### config.mk
export PLATFORM = sky130hd
export DESIGN_NAME = softmax_norm_feeder
export DESIGN_NICKNAME = d
export VERILOG_FILES = /design/src/rtl/softmax_norm_feeder.sv
export SDC_FILE = /design/constraint.sdc
export NUM_CORES = 1
export LEC_CHECK = 0
export BUFFER_PORTS_ARGS = -buffer_cell sky130_fd_sc_hd__buf_2
export CELL_PAD_IN_SITES_DETAIL_PLACEMENT = 1
export CELL_PAD_IN_SITES_GLOBAL_PLACEMENT = 2
export CORE_ASPECT_RATIO = 1.75
export CORE_MARGIN = 2
export CORE_UTILIZATION = 47
export DETAILED_ROUTE_END_ITERATION = 10
export PLACE_DENSITY_LB_ADDON = 0.1
export SLEW_MARGIN = 20
export SYNTH_ARGS = -nofsm -noshare
export SYNTH_HDL_FRONTEND = slang
export SYNTH_SLANG_ARGS = --single-unit
### constraint.sdc
create_clock -name clk -period 3 [get_ports clk]
set_input_delay 0.45 -clock clk [delete_from_list [all_inputs] [get_ports clk]]
set_output_delay 0.45 -clock clk [all_outputs]
set_load 0.005 [all_outputs]
### src/rtl/softmax_norm_feeder.sv
// Buffers one vector of exponent values while accumulating their saturated sum,
// then replays each element with the frozen sum to the softmax normalizer.
module softmax_norm_feeder #(
    parameter int EXP_FRACTION_BITS = 11,
    parameter int EXP_BITS          = EXP_FRACTION_BITS + 1,
    parameter int SUM_WIDTH         = 18,
    parameter int MAX_N             = 32,
    parameter int N_WIDTH           = $clog2(MAX_N + 1)
) (
    input  logic                 clk,
    input  logic                 rst,
    input  logic                 in_valid,
    output logic                 in_ready,
    input  logic [EXP_BITS-1:0]  in_data,
    input  logic                 in_last,
    input  logic                 hold,
    output logic                 norm_enable,
    output logic [EXP_BITS-1:0]  norm_e_j,
    output logic [SUM_WIDTH-1:0] norm_sum,
    output logic                 norm_last,
    output logic [N_WIDTH-1:0]   vec_len,
    output logic                 sum_sat,
    output logic                 len_err
);

    localparam int ADDR_W = (MAX_N > 1) ? $clog2(MAX_N) : 1;

    typedef enum logic {ACCUM, DRAIN} state_t;

    state_t               state, state_next;
    logic [EXP_BITS-1:0]  ebuf [MAX_N];
    logic [N_WIDTH-1:0]   wr_cnt, rd_ptr;
    logic [SUM_WIDTH-1:0] acc, acc_next;
    logic                 ovf, take, vec_end, last_issue;

    // Returns {overflow, clamped sum}; the sum clamps to all-ones on overflow.
    function automatic logic [SUM_WIDTH:0] sat_add(input logic [SUM_WIDTH-1:0] a,
                                                   input logic [EXP_BITS-1:0]  e);
        logic [SUM_WIDTH:0] raw;
        raw = {1'b0, a} + (SUM_WIDTH + 1)'(e);
        sat_add = raw[SUM_WIDTH] ? {1'b1, {SUM_WIDTH{1'b1}}} : raw;
    endfunction

    assign {ovf, acc_next} = sat_add(acc, in_data);
    assign take       = in_valid & in_ready;
    assign vec_end    = take & (in_last | (wr_cnt == N_WIDTH'(MAX_N - 1)));
    assign last_issue = (state == DRAIN) & ~hold & (rd_ptr == vec_len - N_WIDTH'(1));

    always_ff @(posedge clk or posedge rst) begin
        if (rst) state <= ACCUM;
        else     state <= state_next;
    end

    always_comb begin
        state_next = state;
        case (state)
            ACCUM:   if (vec_end)    state_next = DRAIN;
            DRAIN:   if (last_issue) state_next = ACCUM;
            default:                 state_next = ACCUM;
        endcase
    end

    always_comb begin
        in_ready = (state == ACCUM);
    end

    always_ff @(posedge clk) begin
        if (take) ebuf[wr_cnt[ADDR_W-1:0]] <= in_data;
    end

    always_ff @(posedge clk or posedge rst) begin
        if (rst) begin
            wr_cnt      <= '0;
            rd_ptr      <= '0;
            acc         <= '0;
            norm_enable <= 1'b0;
            norm_e_j    <= '0;
            norm_sum    <= '0;
            norm_last   <= 1'b0;
            vec_len     <= '0;
            sum_sat     <= 1'b0;
            len_err     <= 1'b0;
        end else begin
            len_err <= 1'b0;
            case (state)
                ACCUM: begin
                    norm_enable <= 1'b0;
                    norm_last   <= 1'b0;
                    if (take) begin
                        wr_cnt  <= wr_cnt + N_WIDTH'(1);
                        acc     <= acc_next;
                        // First element of a vector discards the previous vector's flag.
                        sum_sat <= (wr_cnt == '0) ? ovf : (sum_sat | ovf);
                        if (vec_end) begin
                            norm_sum <= acc_next;
                            vec_len  <= wr_cnt + N_WIDTH'(1);
                            len_err  <= ~in_last;
                        end
                    end
                end
                DRAIN: begin
                    if (hold) begin
                        norm_enable <= 1'b0;
                        norm_last   <= 1'b0;
                    end else begin
                        norm_enable <= 1'b1;
                        norm_e_j    <= ebuf[rd_ptr[ADDR_W-1:0]];
                        norm_last   <= last_issue;
                        if (last_issue) begin
                            wr_cnt <= '0;
                            rd_ptr <= '0;
                            acc    <= '0;
                        end else begin
                            rd_ptr <= rd_ptr + N_WIDTH'(1);
                        end
                    end
                end
                default: begin
                    norm_enable <= 1'b0;
                    norm_last   <= 1'b0;
                end
            endcase
        end
    end

endmodule

## Yosys cells after proc, flatten, opt, wreduce, memory -nomap -nowiden

Memory sizes are Yosys's and may differ from the RTL's. A register that Yosys moved wholly into a read port is not among the register bits.
Index checks and enable logic that the tools add are counted.

| word-level totals | value |
|---|---|
| bits in registers | 59 |
| latch bits | 0 |
| RAM bits | 384 |
| ROM bits | 0 |
| input bits | 17 |
| output and inout port bits | 41 |
| logic and storage cells | 57 |
| memories | 1 |

Memories:

| name | words | width | rd ports | clocked after memory_dff | wr ports | RTL line | source |
|---|---|---|---|---|---|---|---|
| ebuf | 32 | 12 | 1 | 1 | 1 | 31 | `logic [EXP_BITS-1:0] ebuf [MAX_N];` |

| operators by class | value |
|---|---|
| add/sub/neg operators | 4 |
| multiply operators | 0 |
| divide/modulo/power cells | 0 |
| order comparisons | 0 |
| eq/ne operators | 5 |
| shift-type cells | 0 |
| muxes and demuxes | 23 |
| bitwise logic cells | 9 |
| reductions and logical operators | 5 |

Operator list:

| cell | number |
|---|---|
| 18-bit 2-to-1 mux | 3 |
| 18-bit case mux with 2 select lines | 1 |
| 6-bit 2-to-1 mux | 4 |
| 18-bit by 12-bit adder with 19-bit output | 1 |
| 19-bit 2-to-1 mux | 1 |
| 6-bit by 1-bit adder with 6-bit output (second input constant) | 2 |
| 6-bit case mux with 2 select lines | 1 |
| 1-bit 2-to-1 mux | 10 |
| 6-bit by 5-bit equality test with 1-bit output (second input constant) | 1 |
| 6-bit equality test | 1 |
| 6-bit zero test | 1 |
| 1-bit case mux with 2 select lines | 3 |
| 3-bit AND reduction | 2 |
| 6-bit by 1-bit subtractor with 6-bit output (second input constant) | 1 |
| 1-bit bitwise AND | 4 |
| 2-bit by 1-bit != test with 1-bit output (second input constant) | 2 |
| 2-bit AND reduction | 2 |
| 1-bit inverter | 3 |
| 2-bit != test (second input constant) | 1 |
| 1-bit bitwise OR | 2 |

## Logic depth before layout (Yosys ltp)

Gate-level depths: netlist (run 1).

| logic depth | value |
|---|---|
| depth in word-level cells | 6 |
| depth in mapped cells | 9 |
| depth with buffers taken out | 8 |

## Least setup slack after synthesis (run 1)

Ideal clock, no wire load.

| timing | value |
|---|---|
| path kind | input to register |
| start point | input port in_data[0] |
| end point | register acc[0] |
| setup time | 142 ps |
| arrival time | 2481 ps |
| path slack | 377 ps |
| stages on the path | 9 |
| path buffers | 1 |
| cells stage by stage | ha_1 -> fa_1 -> a211oi_2 -> o211ai_2 -> a2111oi_4 -> nor3_4 -> buf_6 -> a21oi_2 -> o22ai_1 |

| between the ends | value |
|---|---|
| word-level cells in the longest chain between the ends | 4 |

Ends and longest elaborated chain:

| what | RTL line | source |
|---|---|---|
| from (decl) | 14 | `input logic [EXP_BITS-1:0] in_data,` |
| 18-bit by 12-bit adder with 19-bit output | 40 | `raw = {1'b0, a} + (SUM_WIDTH + 1)'(e);` |
| 19-bit 2-to-1 mux | 41 | `sat_add = raw[SUM_WIDTH] ? {1'b1, {SUM_WIDTH{1'b1}}} : raw;` |
| 18-bit 2-to-1 mux | 89 | `if (take) begin` |
| 18-bit case mux with 2 select lines | 85 | `case (state)` |
| to (signal assigned) | 91 | `acc <= acc_next;` |
| to (decl) | 33 | `logic [SUM_WIDTH-1:0] acc, acc_next;` |

Every way passes these cells. The select of a mux whose other input is x is not followed.
A chain may end at the register's enable or synchronous reset.

==> metrics.md, run 1 <==
| Metric | Value |
|---|---|
| Status | `complete, no violations` |
| Htree depth | `2` |
| All-Layer GR Usage | `about 24%` |
| Crit Path Max Fanout | `26` |
| Global-route wire length before repair | `around 73000 µm` |
| Initial antenna violation count | `5` |
| Share of cells above drive strength 1 | `27.6%` |
| Synthesis-stage register bit count | `~460` |
| Final Routed Wirelength | `between 40000 and 50000 µm` |
| Final Setup Violations | `0` |
| CP bufs+invs | `2` |
| Worst endpoint required time | `3.45 ns` |
| DR vias | `about 10000` |
| Dpl cells | `~1700` |
| I/O pin cnt | `58` |
| Synthesized cell area | `about 19000 µm²` |
| CTS Hold Buffers Added | `0` |
| CTS tree | `built` |
| Chip Width | `154 µm` |
| Non-Filler Instances | `between 1500 and 2000` |
| Pin count of the biggest net entering global routing | `46` |
| CP peak stage delay | `0.72 ns` |
| Slowest-stage cell, CP | `dfrtp_4` |
| Area growth syn-to-layout | `16.3%` |
| CP top delay family | `compound AO/OA/AOI/OAI gates` |
| Die area | `a little over 40000 µm²` |
| Nature of the critical path startpoint | `flop` |
| Number of global-route vias before repair | `approximately 11000` |
| Number of flops mapped to enable cells by yosys | `384` |
| Peak supply drop | `roughly 0.55 mV` |
| Clock latency on the worst-skew pair | `roughly 0.55 ns` |
| Worst-path clk slew | `~0.070 ns` |
| Main synth FF type | `edfxtp_1` |
| P per Cell Area | `roughly 870 nW/µm²` |
| Max Freq | `~360 MHz` |
| Post-CTS setup buffers | `0` |
| Slew Limit Fails | `0` |
| Post-synthesis sequential area ratio | `between 70 and 80%` |
| Clock Tree Root | `clkbuf_16` |
| Kind of critical path | `flop to flop` |
| Layout Nets | `roughly 1300` |
| DR pass1 iterations | `4` |
| Hold slack | `0.000802 ns` |
| Post-synthesis async set-or-reset flop share | `approximately 16%` |
| PortBufs | `57` |
| GPL Wtd Cong | `a little under 0.8` |
| R2R Setup Slk | `0.25 ns` |
| Placement Setup Slack | `-0.0712 ns` |
| Cell variety after synth | `57` |
| Worst clock skew | `roughly 0.017 ns` |
| RSZ-0062 raised after global routing | `false` |
| Final worst slack | `between 0.2 and 0.25 ns` |
| Fin crit period | `between 2 and 3 ns` |
| Most frequent CP cell | `buf_4` |
| Detail Route Antenna Nets | `0` |
| CP arrival | `between 3 and 4 ns` |
| # rows | `96` |
| CP endpoint kind | `flop` |
| Worst slew pin tran | `around 0.77 ns` |
| Via density | `about 5.8` |
| Mean Syn Cell Area | `about 17 µm²` |
| Clock sink total | `roughly 460` |
| Leakage Power | `roughly 7.6 nW` |
| CTS buffer count | `between 40 and 50` |
| Die height | `roughly 270 µm` |
| Slew headroom | `between 40 and 50%` |
| Clock Tree Buf Depth | `3` |
| Starting Density | `roughly 48%` |
| Crit-path cells | `buf_4 -> mux2_2 -> nand2_1 -> o21ai_0 -> a2111oi_0 -> buf_4 -> nor3_1` |
| Final hold violation count | `0` |
| Post-Syn Nets | `approximately 1100` |
| Synth Warn # | `0` |
| Tot Pwr | `18.9 mW` |
| Core Box Area | `around 39000 µm²` |
| Setup TNS | `0 ns` |
| Post-CTS sizing | `0` |
| Routed len/inst | `roughly 27 µm` |
| Post-route DRC | `0` |
| Mapped Cells | `between 1000 and 1500` |
| Final worst path period share | `91.7%` |
| HP Class | `input port to asynchronous set/reset pin` |
| 1st-iter DRT viols | `649` |
| Total grt overflow | `0` |
| Max-Cap Viols | `0` |
| HPWL Detailed | `around 33000 µm` |
==> stage by stage <==
stage | util, % | cell area, µm²
global route | 55.3 | 21600
detailed placement | 51.5 | 20200
CTS | 55.1 | 21600
global placement | 51.5 | 20200
finish | 55.3 | 21600
floorplan | - | 18600
==> logic make-up (layout without fill, tap and decap cells) <==
family	after synthesis	in the layout	synth area share, %
fa+ha+maj	19	19	1.32
compound gates	158	158	5.86
simple gates	228	228	5.45
buf+inv	69	258	1.64
xor+xnor	26	26	1.22
other cells	0	1	0
flops	455	455	71.5
mux	149	149	13.0
==> routing by layer <==
metal | vias to the layer above | GRT usage, % | part of all wire [%]
li1 | 4642 | - | -
met1 | 5369 | 27.9 | 38
met2 | 214 | 44.2 | 53
met3 | 103 | 4.37 | 4.0
met4 | 6 | 10.4 | 4.5
met5 | - | 0 | 0.070
==> state kept, by name, summed over array words and instances (netlist names) <==
signal and count:
state 1, norm_last 1, norm_enable 1, acc 18
wr_cnt 6, vec_len 6, norm_sum 18, rd_ptr 6
norm_e_j 12, ebuf 384, len_err 1, sum_sat 1
==> power breakdown <==
| part | total (mW) | switching, mW | internal (mW) |
|---|---|---|---|
| Combinational | 5.57 | 3.00 | 2.58 |
| Sequential | 7.83 | 0.532 | 7.30 |
| Clock | 5.46 | 2.38 | 3.07 |
==> Yosys cell counts (3+ instances only) <==
library cell,n,share of area [%]
nor3_1,29,0.78
buf_4,3,0.12
xnor2_1,13,0.61
edfxtp_1,384,62
a2111oi_0,25,1.2
a21oi_1,16,0.43
nand2_1,72,1.5
o21a_1,4,0.16
a21oi_2,8,0.38
buf_2,22,0.59
nor4_1,4,0.13
o22ai_1,16,0.54
nand3_1,7,0.19
clkbuf_1,25,0.50
o21ai_0,40,1.1
ha_1,18,1.2
dfrtp_1,71,9.5
nor2_1,87,1.8
o21ai_1,14,0.38
mux2i_1,57,3.1
nand4_1,3,0.10
mux4_2,72,8.7
xor2_1,13,0.61
nand2b_1,4,0.13
a21o_1,9,0.36
nand3b_1,5,0.20
buf_1,7,0.14
mux2_2,20,1.2
or3_1,3,0.10
inv_1,10,0.20
nor2b_1,3,0.10
a31oi_1,6,0.20
and2_1,3,0.10
==> worst paths after layout <==
kind,cells past startpoint,endpoint,startpoint
max,7,norm_e_j[0],rd_ptr[1]
min,2,vec_len[4],rst
max reg2reg,7,norm_e_j[0],rd_ptr[1]
min reg2reg,2,norm_sum[10],norm_sum[10]
max in group asynchronous,3,norm_sum[3],rst
min in group clk,2,len_err,in_last
==> area by class of cell <==
cell class	instances	area (µm²)
diodes	1	2.50
clock buffers	48	1090
clock inverters	27	289
fillers	3674	17500
inverters	11	42.5
multi-input cells	580	5030
flip-flops and latches	455	13300
well taps	490	613
repair buffers	172	1250
==> cells in the final DEF, fill, tap and decap left out, types with 23 or more instances in the layout <==
cell type / instances
a2111oi_0: 23
buf_2: 57
buf_4: 107
clkbuf_16: 43
dfrtp_1: 69
edfxtp_1: 384
mux2i_1: 57
mux4_2: 72
nand2_1: 72
nor2_1: 87
nor3_1: 25
o21ai_0: 39
No activity file was read; power rests on OpenSTA's default activity.
==> run 2: changes to the inputs <==
Settings changed: ABC_AREA set to 1, CELL_PAD_IN_SITES_DETAIL_PLACEMENT 1 to unset, CELL_PAD_IN_SITES_GLOBAL_PLACEMENT 2 to unset, CORE_UTILIZATION 47 to 50, PLACE_DENSITY set to 0.66, PLACE_DENSITY_LB_ADDON 0.1 to unset.
==> metrics.md, run 2 <==
| Metric | Value |
|---|---|
| FF-to-FF path depth | `9 (was 7)` |
| Starting Density | `50.5% (was 47.5%)` |
| CP peak stage delay | `0.53 ns (was 0.72 ns)` |
| CP bufs+invs | `1 (was 2)` |
| Post-route cell area | `21600 µm² (about the same)` |
| Hold depth | `2` |
| I/O pin cnt | `58 (unchanged)` |
| Reg area | `13300 µm² (unchanged)` |
| Worst-path clk slew | `0.07 ns (about the same)` |
| Max Freq | `405 MHz (was 364 MHz)` |
| Number of flops mapped to enable cells by yosys | `384 (unchanged)` |
| Post-CTS sizing | `0 (unchanged)` |
| Commonest cells post-synth | `384 x edfxtp_1, 367 x nand2_1, 298 x nor2_1 (was 384 x edfxtp_1, 87 x nor2_1, 72 x mux4_2, 72 x nand2_1, 71 x dfrtp_1)` |
| Worst slew pin tran | `0.887 ns (was 0.774 ns)` |
| Commonest non-fill, non-tap cell in the layout | `edfxtp_1 (unchanged)` |
| Switch Pwr | `7.49 mW (was 5.91 mW)` |
| Final worst slack | `0.531 ns (was 0.249 ns)` |
| Main synth FF type | `edfxtp_1 (unchanged)` |
| Synth top area cells | `edfxtp_1 60%, dfrtp_1 9.2%, nand2_1 7.1% (was edfxtp_1 62%, dfrtp_1 9.5%, mux4_2 8.7%)` |
| Worst endpoint required time | `3.43 ns (was 3.45 ns)` |
| All-Layer GR Usage | `25.4% (was 24.2%)` |
| Layout Nets | `1866 (was 1298)` |
| Clock power share | `25.9% (was 28.9%)` |
| # rows | `95 (was 96)` |
| Placed Area | `20300 µm² (was 20200 µm²)` |
| Peak supply drop | `0.660 mV (was 0.554 mV)` |
| Chip Width | `152 µm (was 154 µm)` |
| Worst clock skew | `0.0145 ns (was 0.0172 ns)` |
| Number of global-route vias before repair | `13000 (was 11400)` |
| Mapped Cells | `1754 (was 1104)` |
| Global-route wire length before repair | `77500 µm (was 73100 µm)` |
| Slowest-stage cell, CP | `buf_12 (was dfrtp_4)` |
| RSZ-0062 raised after global routing | `false (unchanged)` |
| Tot Pwr | `19.8 mW (was 18.9 mW)` |
| Share of cells above drive strength 1 | `10.8% (was 27.6%)` |
| DR pass1 iterations | `5 (was 4)` |
| Initial antenna violation count | `0 (was 5)` |
| Area growth syn-to-layout | `12.3% (was 16.3%)` |
| GPL Wtd Cong | `1.00 (was 0.776)` |
| Max-Cap Viols | `0 (unchanged)` |
| Worst R2R Start | `rd_ptr[1] (unchanged)` |
| CP top delay family | `simple AND/OR/NAND/NOR gates (was compound AO/OA/AOI/OAI gates)` |
| CTS tree | `built (unchanged)` |
| Routed len/inst | `22.0 µm (was 27.1 µm)` |
| Int Pwr | `12.3 mW (was 13.0 mW)` |
| Clock sink total | `455 (unchanged)` |
| Total grt overflow | `0 (unchanged)` |
| Core Box Area | `38200 µm² (was 39200 µm²)` |
| Mean Syn Cell Area | `11.0 µm² (was 16.9 µm²)` |
| Htree depth | `2 (unchanged)` |
| CP endpoint kind | `flop (unchanged)` |
| CTS buffer count | `41 (was 42)` |
| Reg2reg end | `acc[8] (was norm_e_j[0])` |
| HP Start | `in_last` |
| Fill count | `3151 (was 3674)` |
| Synth Warn # | `0 (unchanged)` |
| Via density | `5.64 (was 5.79)` |
| N_diodes | `0 (was 1)` |
| Post-Syn Nets | `1790 (was 1140)` |
| Synthesized cell area | `19300 µm² (was 18600 µm²)` |
| Final worst path period share | `82.3% (was 91.7%)` |
| Fin crit period | `2.47 ns (was 2.75 ns)` |
| CP arrival | `2.90 ns (was 3.20 ns)` |
| Kind of critical path | `flop to flop (unchanged)` |
| P per Cell Area | `915 nW/µm² (was 872 nW/µm²)` |
| Post-CTS setup buffers | `0 (unchanged)` |
| Clock Tree Buf Depth | `3 (unchanged)` |
| Slew headroom | `40.8% (was 48.4%)` |
| Placement Setup Slack | `0.352 ns (was -0.0712 ns)` |
| Post-synthesis sequential area ratio | `69.1% (was 71.5%)` |
| Max reg flops | `384 (unchanged)` |
| Share of the synthesized area in the top cell type | `59.8% (was 62.0%)` |
| Crit Path Max Fanout | `147 (was 26)` |
| Logic pwr share | `35.6% (was 29.5%)` |
| Status | `complete, no violations (unchanged)` |
| Leading cell types in the layout, fill and taps excluded | `384 x edfxtp_1, 367 x nand2_1, 298 x nor2_1, 159 x nand3_1, 154 x o21ai_0 (was 384 x edfxtp_1, 107 x buf_4, 87 x nor2_1, 72 x mux4_2, 72 x nand2_1)` |
| Multi-input combinational cell area | `5300 µm² (was 5030 µm²)` |
| Die height | `264 µm (was 267 µm)` |
| Switching share of power | `37.8% (was 31.3%)` |
| Non-Filler Instances | `2344 (was 1784)` |
| Clock Tree Root | `clkbuf_16 (unchanged)` |
| Final hold violation count | `0 (unchanged)` |
| Setup TNS | `0 ns (unchanged)` |
| Final Routed Wirelength | `51600 µm (was 48300 µm)` |
| Clock latency on the worst-skew pair | `0.54 ns (was 0.55 ns)` |
| Synthesis-stage register bit count | `455 (unchanged)` |
| Post-route DRC | `0 (unchanged)` |
| Detail Route Antenna Nets | `0 (unchanged)` |
| Pin count of the biggest net entering global routing | `148 (was 46)` |
| Reg power frac | `38.6% (was 41.5%)` |
| Crit-path cells | `buf_12 -> xor2_1 -> nand4_1 -> nor2_1 -> nand2_1 -> nor2_1 -> nand2_2 -> nand3_1 -> nand2_1 (was buf_4 -> mux2_2 -> nand2_1 -> o21ai_0 -> a2111oi_0 -> buf_4 -> nor3_1)` |
| 1st-iter DRT viols | `1258 (was 649)` |
| Post-synthesis async set-or-reset flop share | `15.6% (unchanged)` |
| R2R Setup Slk | `0.53 ns (was 0.25 ns)` |
| HP Class | `input port to flop (was input port to asynchronous set/reset pin)` |
| Most common cell in the synthesized netlist | `edfxtp_1 (unchanged)` |
| Cell variety after synth | `33 (was 57)` |
| Slew Limit Fails | `0 (unchanged)` |
| Die area | `40200 µm² (was 41300 µm²)` |
| Dpl cells | `2271 (was 1699)` |
| HPWL Detailed | `33100 µm (was 32600 µm)` |
| Nature of the critical path startpoint | `flop (unchanged)` |
| Hold EP | `len_err` |
| CTS Hold Buffers Added | `1 (was 0)` |
| PortBufs | `57 (unchanged)` |
| Final Setup Violations | `0 (unchanged)` |
| Area leader, netlist | `edfxtp_1 (unchanged)` |
| Leakage Power | `8.28 nW (was 7.55 nW)` |
| DR vias | `13200 (was 10300)` |
[run 2: worst max path at each step]
stage                     depth (start not counted)  slack (ns)        from          end
after global placement                           16        0.39  in_data[0]       acc[7]
after floorplan                                   1        0.75         rst       acc[0]
after detailed placement                         16        0.35  in_data[0]  norm_sum[6]
final                                             9        0.53   rd_ptr[1]       acc[8]
after CTS                                         9        0.51   rd_ptr[1]       acc[8]
after global routing                              9        0.41   rd_ptr[1]       acc[8]
[run 2: power by group through the flow]
stage                     clock network, mW  registers, mW  logic [mW]
after global routing                   5.40           7.69        7.76
after floorplan                           0           7.65        4.55
after CTS                              5.17           7.64        7.07
final                                  5.12           7.64        7.04
after global placement                    0           7.76        6.91
after detailed placement                  0           7.76        7.03
[run 2: per-layer routing]
metal	global-route usage (%)	up-vias	part of all wire (%)
met5	0	-	0
met4	12.1	0	5.1
met3	2.66	100	5.1
met2	47.0	430	54
met1	29.5	6485	36
li1	-	6212	-
[run 2: area by class of cell]
cell class / count / area share (%)
multi-input cells: 1141 / 24.5
well taps: 485 / 2.80
inverters: 63 / 1.11
repair buffers: 128 / 4.14
clock inverters: 21 / 0.867
clock buffers: 51 / 5.05
flip-flops and latches: 455 / 61.5
[run 2: per-stage QoR]
step                hold WS (ns)  util (%)
global route              0.0576      56.7
detailed placement         0.461      53.3
finish                    0.0703      56.7
CTS                       0.0504      56.7
floorplan                  0.472         -
global placement           0.458      53.3
[run 2: cells by family after synthesis]
group	share of synthesized area, %
adders and majority gates	1.27
buffers and inverters	3.45
and+or+nand+nor	17.8
DFF	69.1
AOI/OAI and AO/OA	7.51
xor gates and xnor gates	0.955
==> run 3: changes to the inputs <==
Settings changed: ABC_AREA 1 to 0, PLACE_DENSITY 0.66 to 0.69.
Clock period 3 ns to 2.2 ns, I/O delays scaled along.
==> metrics.md, run 3 (same netlist as run 1, synthesis figures left out) <==
| Metric | Value |
|---|---|
| Status | `finished, violations left (was complete, no violations)` |
| Max Freq | `398 MHz (was 405 MHz)` |
| Placed Area | `20700 µm² (was 20300 µm²)` |
| CP top delay family | `compound AO/OA/AOI/OAI gates (was simple AND/OR/NAND/NOR gates)` |
| Nature of the critical path startpoint | `flop (unchanged)` |
| Failing checks | `setup timing` |
| DR pass1 iterations | `7 (was 5)` |
| Slew Limit Fails | `0 (unchanged)` |
| Final worst slack | `-0.315 ns (was 0.531 ns)` |
| Clock latency on the worst-skew pair | `0.55 ns (was 0.54 ns)` |
| Fin crit period | `2.52 ns (was 2.47 ns)` |
| Max reg flops | `384 (unchanged)` |
| I/O pin cnt | `58 (unchanged)` |
| Clock Tree Buf Depth | `3 (unchanged)` |
| Via density | `5.80 (was 5.64)` |
| Detail Route Antenna Nets | `0 (unchanged)` |
| Commonest non-fill, non-tap cell in the layout | `edfxtp_1 (unchanged)` |
| Routed len/inst | `24.2 µm (was 22.0 µm)` |
| P per Cell Area | `1200 nW/µm² (was 915 nW/µm²)` |
| CP endpoint kind | `flop (unchanged)` |
| CP arrival | `2.95 ns (was 2.90 ns)` |
| Final worst path period share | `114% (was 82.3%)` |
| CP peak stage delay | `0.39 ns (was 0.53 ns)` |
| Starting Density | `50.6% (was 50.5%)` |
| Chip Width | `150 µm (was 152 µm)` |
| HP Class | `input port to flop (unchanged)` |
| Worst endpoint required time | `2.64 ns (was 3.43 ns)` |
| Layout Nets | `1369 (was 1866)` |
| Kind of critical path | `flop to flop (unchanged)` |
| Max-Cap Viols | `0 (unchanged)` |
| Final Setup Violations | `45 (was 0)` |
| Post-route cell area | `23100 µm² (was 21600 µm²)` |
| Slowest-stage cell, CP | `dfrtp_1 (was buf_12)` |
| Clock sink total | `455 (unchanged)` |
| All-Layer GR Usage | `23.1% (was 25.4%)` |
| Htree depth | `2 (unchanged)` |
| Area growth syn-to-layout | `24.1% (was 12.3%)` |
| DR vias | `10700 (was 13200)` |
| Worst-path clk slew | `0.07 ns (about the same)` |
| GPL Wtd Cong | `0.803 (was 1.00)` |
| Leakage Power | `8.11 nW (was 8.28 nW)` |
| CTS tree | `built (unchanged)` |
| Core Box Area | `36800 µm² (was 38200 µm²)` |
| # rows | `93 (was 95)` |
| Post-route DRC | `0 (unchanged)` |
| Initial antenna violation count | `5 (was 0)` |
| RSZ-0062 raised after global routing | `true (was false)` |
| Leading cell types in the layout, fill and taps excluded | `384 x edfxtp_1, 142 x buf_4, 79 x nor2_1, 72 x mux4_2, 71 x nand2_1 (was 384 x edfxtp_1, 367 x nand2_1, 298 x nor2_1, 159 x nand3_1, 154 x o21ai_0)` |
| Number of global-route vias before repair | `11100 (was 13000)` |
| Clock Tree Root | `clkbuf_16 (unchanged)` |
| Reg area | `13300 µm² (unchanged)` |
| HPWL Detailed | `29300 µm (was 33100 µm)` |
| Final hold violation count | `0 (unchanged)` |
| Die area | `38800 µm² (was 40200 µm²)` |
| Peak supply drop | `1.10 mV (was 0.660 mV)` |
| Fill count | `2652 (was 3151)` |
| PortBufs | `57 (unchanged)` |
| Crit Path Max Fanout | `6 (was 147)` |
| Worst clock skew | `0.0194 ns (was 0.0145 ns)` |
| Final Routed Wirelength | `44500 µm (was 51600 µm)` |
| Die height | `259 µm (was 264 µm)` |
| Share of cells above drive strength 1 | `35.9% (was 10.8%)` |
| Multi-input combinational cell area | `5670 µm² (was 5300 µm²)` |
| CP bufs+invs | `2 (was 1)` |
| CTS buffer count | `40 (was 41)` |
| 1st-iter DRT viols | `960 (was 1258)` |
| Pin count of the biggest net entering global routing | `72 (was 148)` |
| Hold slack | `0.0147 ns (was 0.0703 ns)` |
| Total grt overflow | `0 (unchanged)` |
| Global-route wire length before repair | `66900 µm (was 77500 µm)` |
| Slew headroom | `55.7% (was 40.8%)` |
| Crit-path cells | `ha_2 -> fa_2 -> a211oi_4 -> o211ai_2 -> a2111oi_4 -> buf_4 -> nor3_4 -> buf_6 -> and4b_1 -> nor3_1 (was buf_12 -> xor2_1 -> nand4_1 -> nor2_1 -> nand2_1 -> nor2_1 -> nand2_2 -> nand3_1 -> nand2_1)` |
| Worst slew pin tran | `0.663 ns (was 0.887 ns)` |
[run 3: changes by cell type in the layout (fill, tap and decap cells not counted), sizes merged, moves of 48 or more]
cell and delta:
nand2 -298, nor2 -213, nand3 -153, buf +112
o21ai -106, mux4 +72, mux2i +57, inv -48
[run 3: timing repair]
action,CTS,global route
endpoints found under the hold margin,73,0
gates cloned,1,2
pin swaps,13,37
gates resized for setup,72,86
endpoints found under the setup margin,49,53
setup buffers,12,17
hold buffers,3,0
[run 3: final cells by class]
class / count / area share, %
sequential: 455 / 57.7
multi-input combinational: 580 / 24.6
timing repair buffer: 245 / 9.14
clock buffer: 52 / 4.67
tap: 475 / 2.57
clock inverter: 21 / 1.18
inverter: 11 / 0.184
antenna: 2 / 0.0217
[run 3: through the flow]
step	setup TNS, ns	util [%]	power (mW)	setup WS [ns]	std cells
after floorplan	-2.54	-	15.5	-0.144	1104
after global placement	-15.10	56.2	18.7	-0.504	1733
after detailed placement	-15.62	56.2	18.8	-0.543	1733
after CTS	-7.08	61.0	26.7	-0.283	1822
after global routing	-13.23	62.8	28.9	-0.389	1840
final	-9.71	62.8	27.7	-0.315	1841
[run 3: worst paths after layout]
kind                            cells past startpoint            to         start  slack, ns
worst min register to register                      2  norm_sum[16]  norm_sum[16]       0.49
worst max-delay path                               10       acc[17]        acc[0]      -0.32
max in group asynchronous                           4     rd_ptr[1]           rst       1.42
worst max register to register                     10       acc[17]        acc[0]      -0.32
min in group asynchronous                           4     norm_last           rst       0.37
worst min-delay path                                1    ebuf[2][5]    in_data[5]       0.01
[run 3: layer usage]
metal	track usage (%)	share of wire, %
met1	28.8	38
met2	41.8	55
met3	2.78	4.4
met4	7.15	3.3
met5	0	0
[run 3: report_power, final]
group / leakage (nW) / switching (mW) / internal, mW / total, mW
registers: 4.34 / 0.524 / 9.96 / 10.5
clock network: 0.644 / 3.13 / 4.11 / 7.24
logic: 3.13 / 5.04 / 4.94 / 9.98
total: 8.11 / 8.70 / 19.0 / 27.7
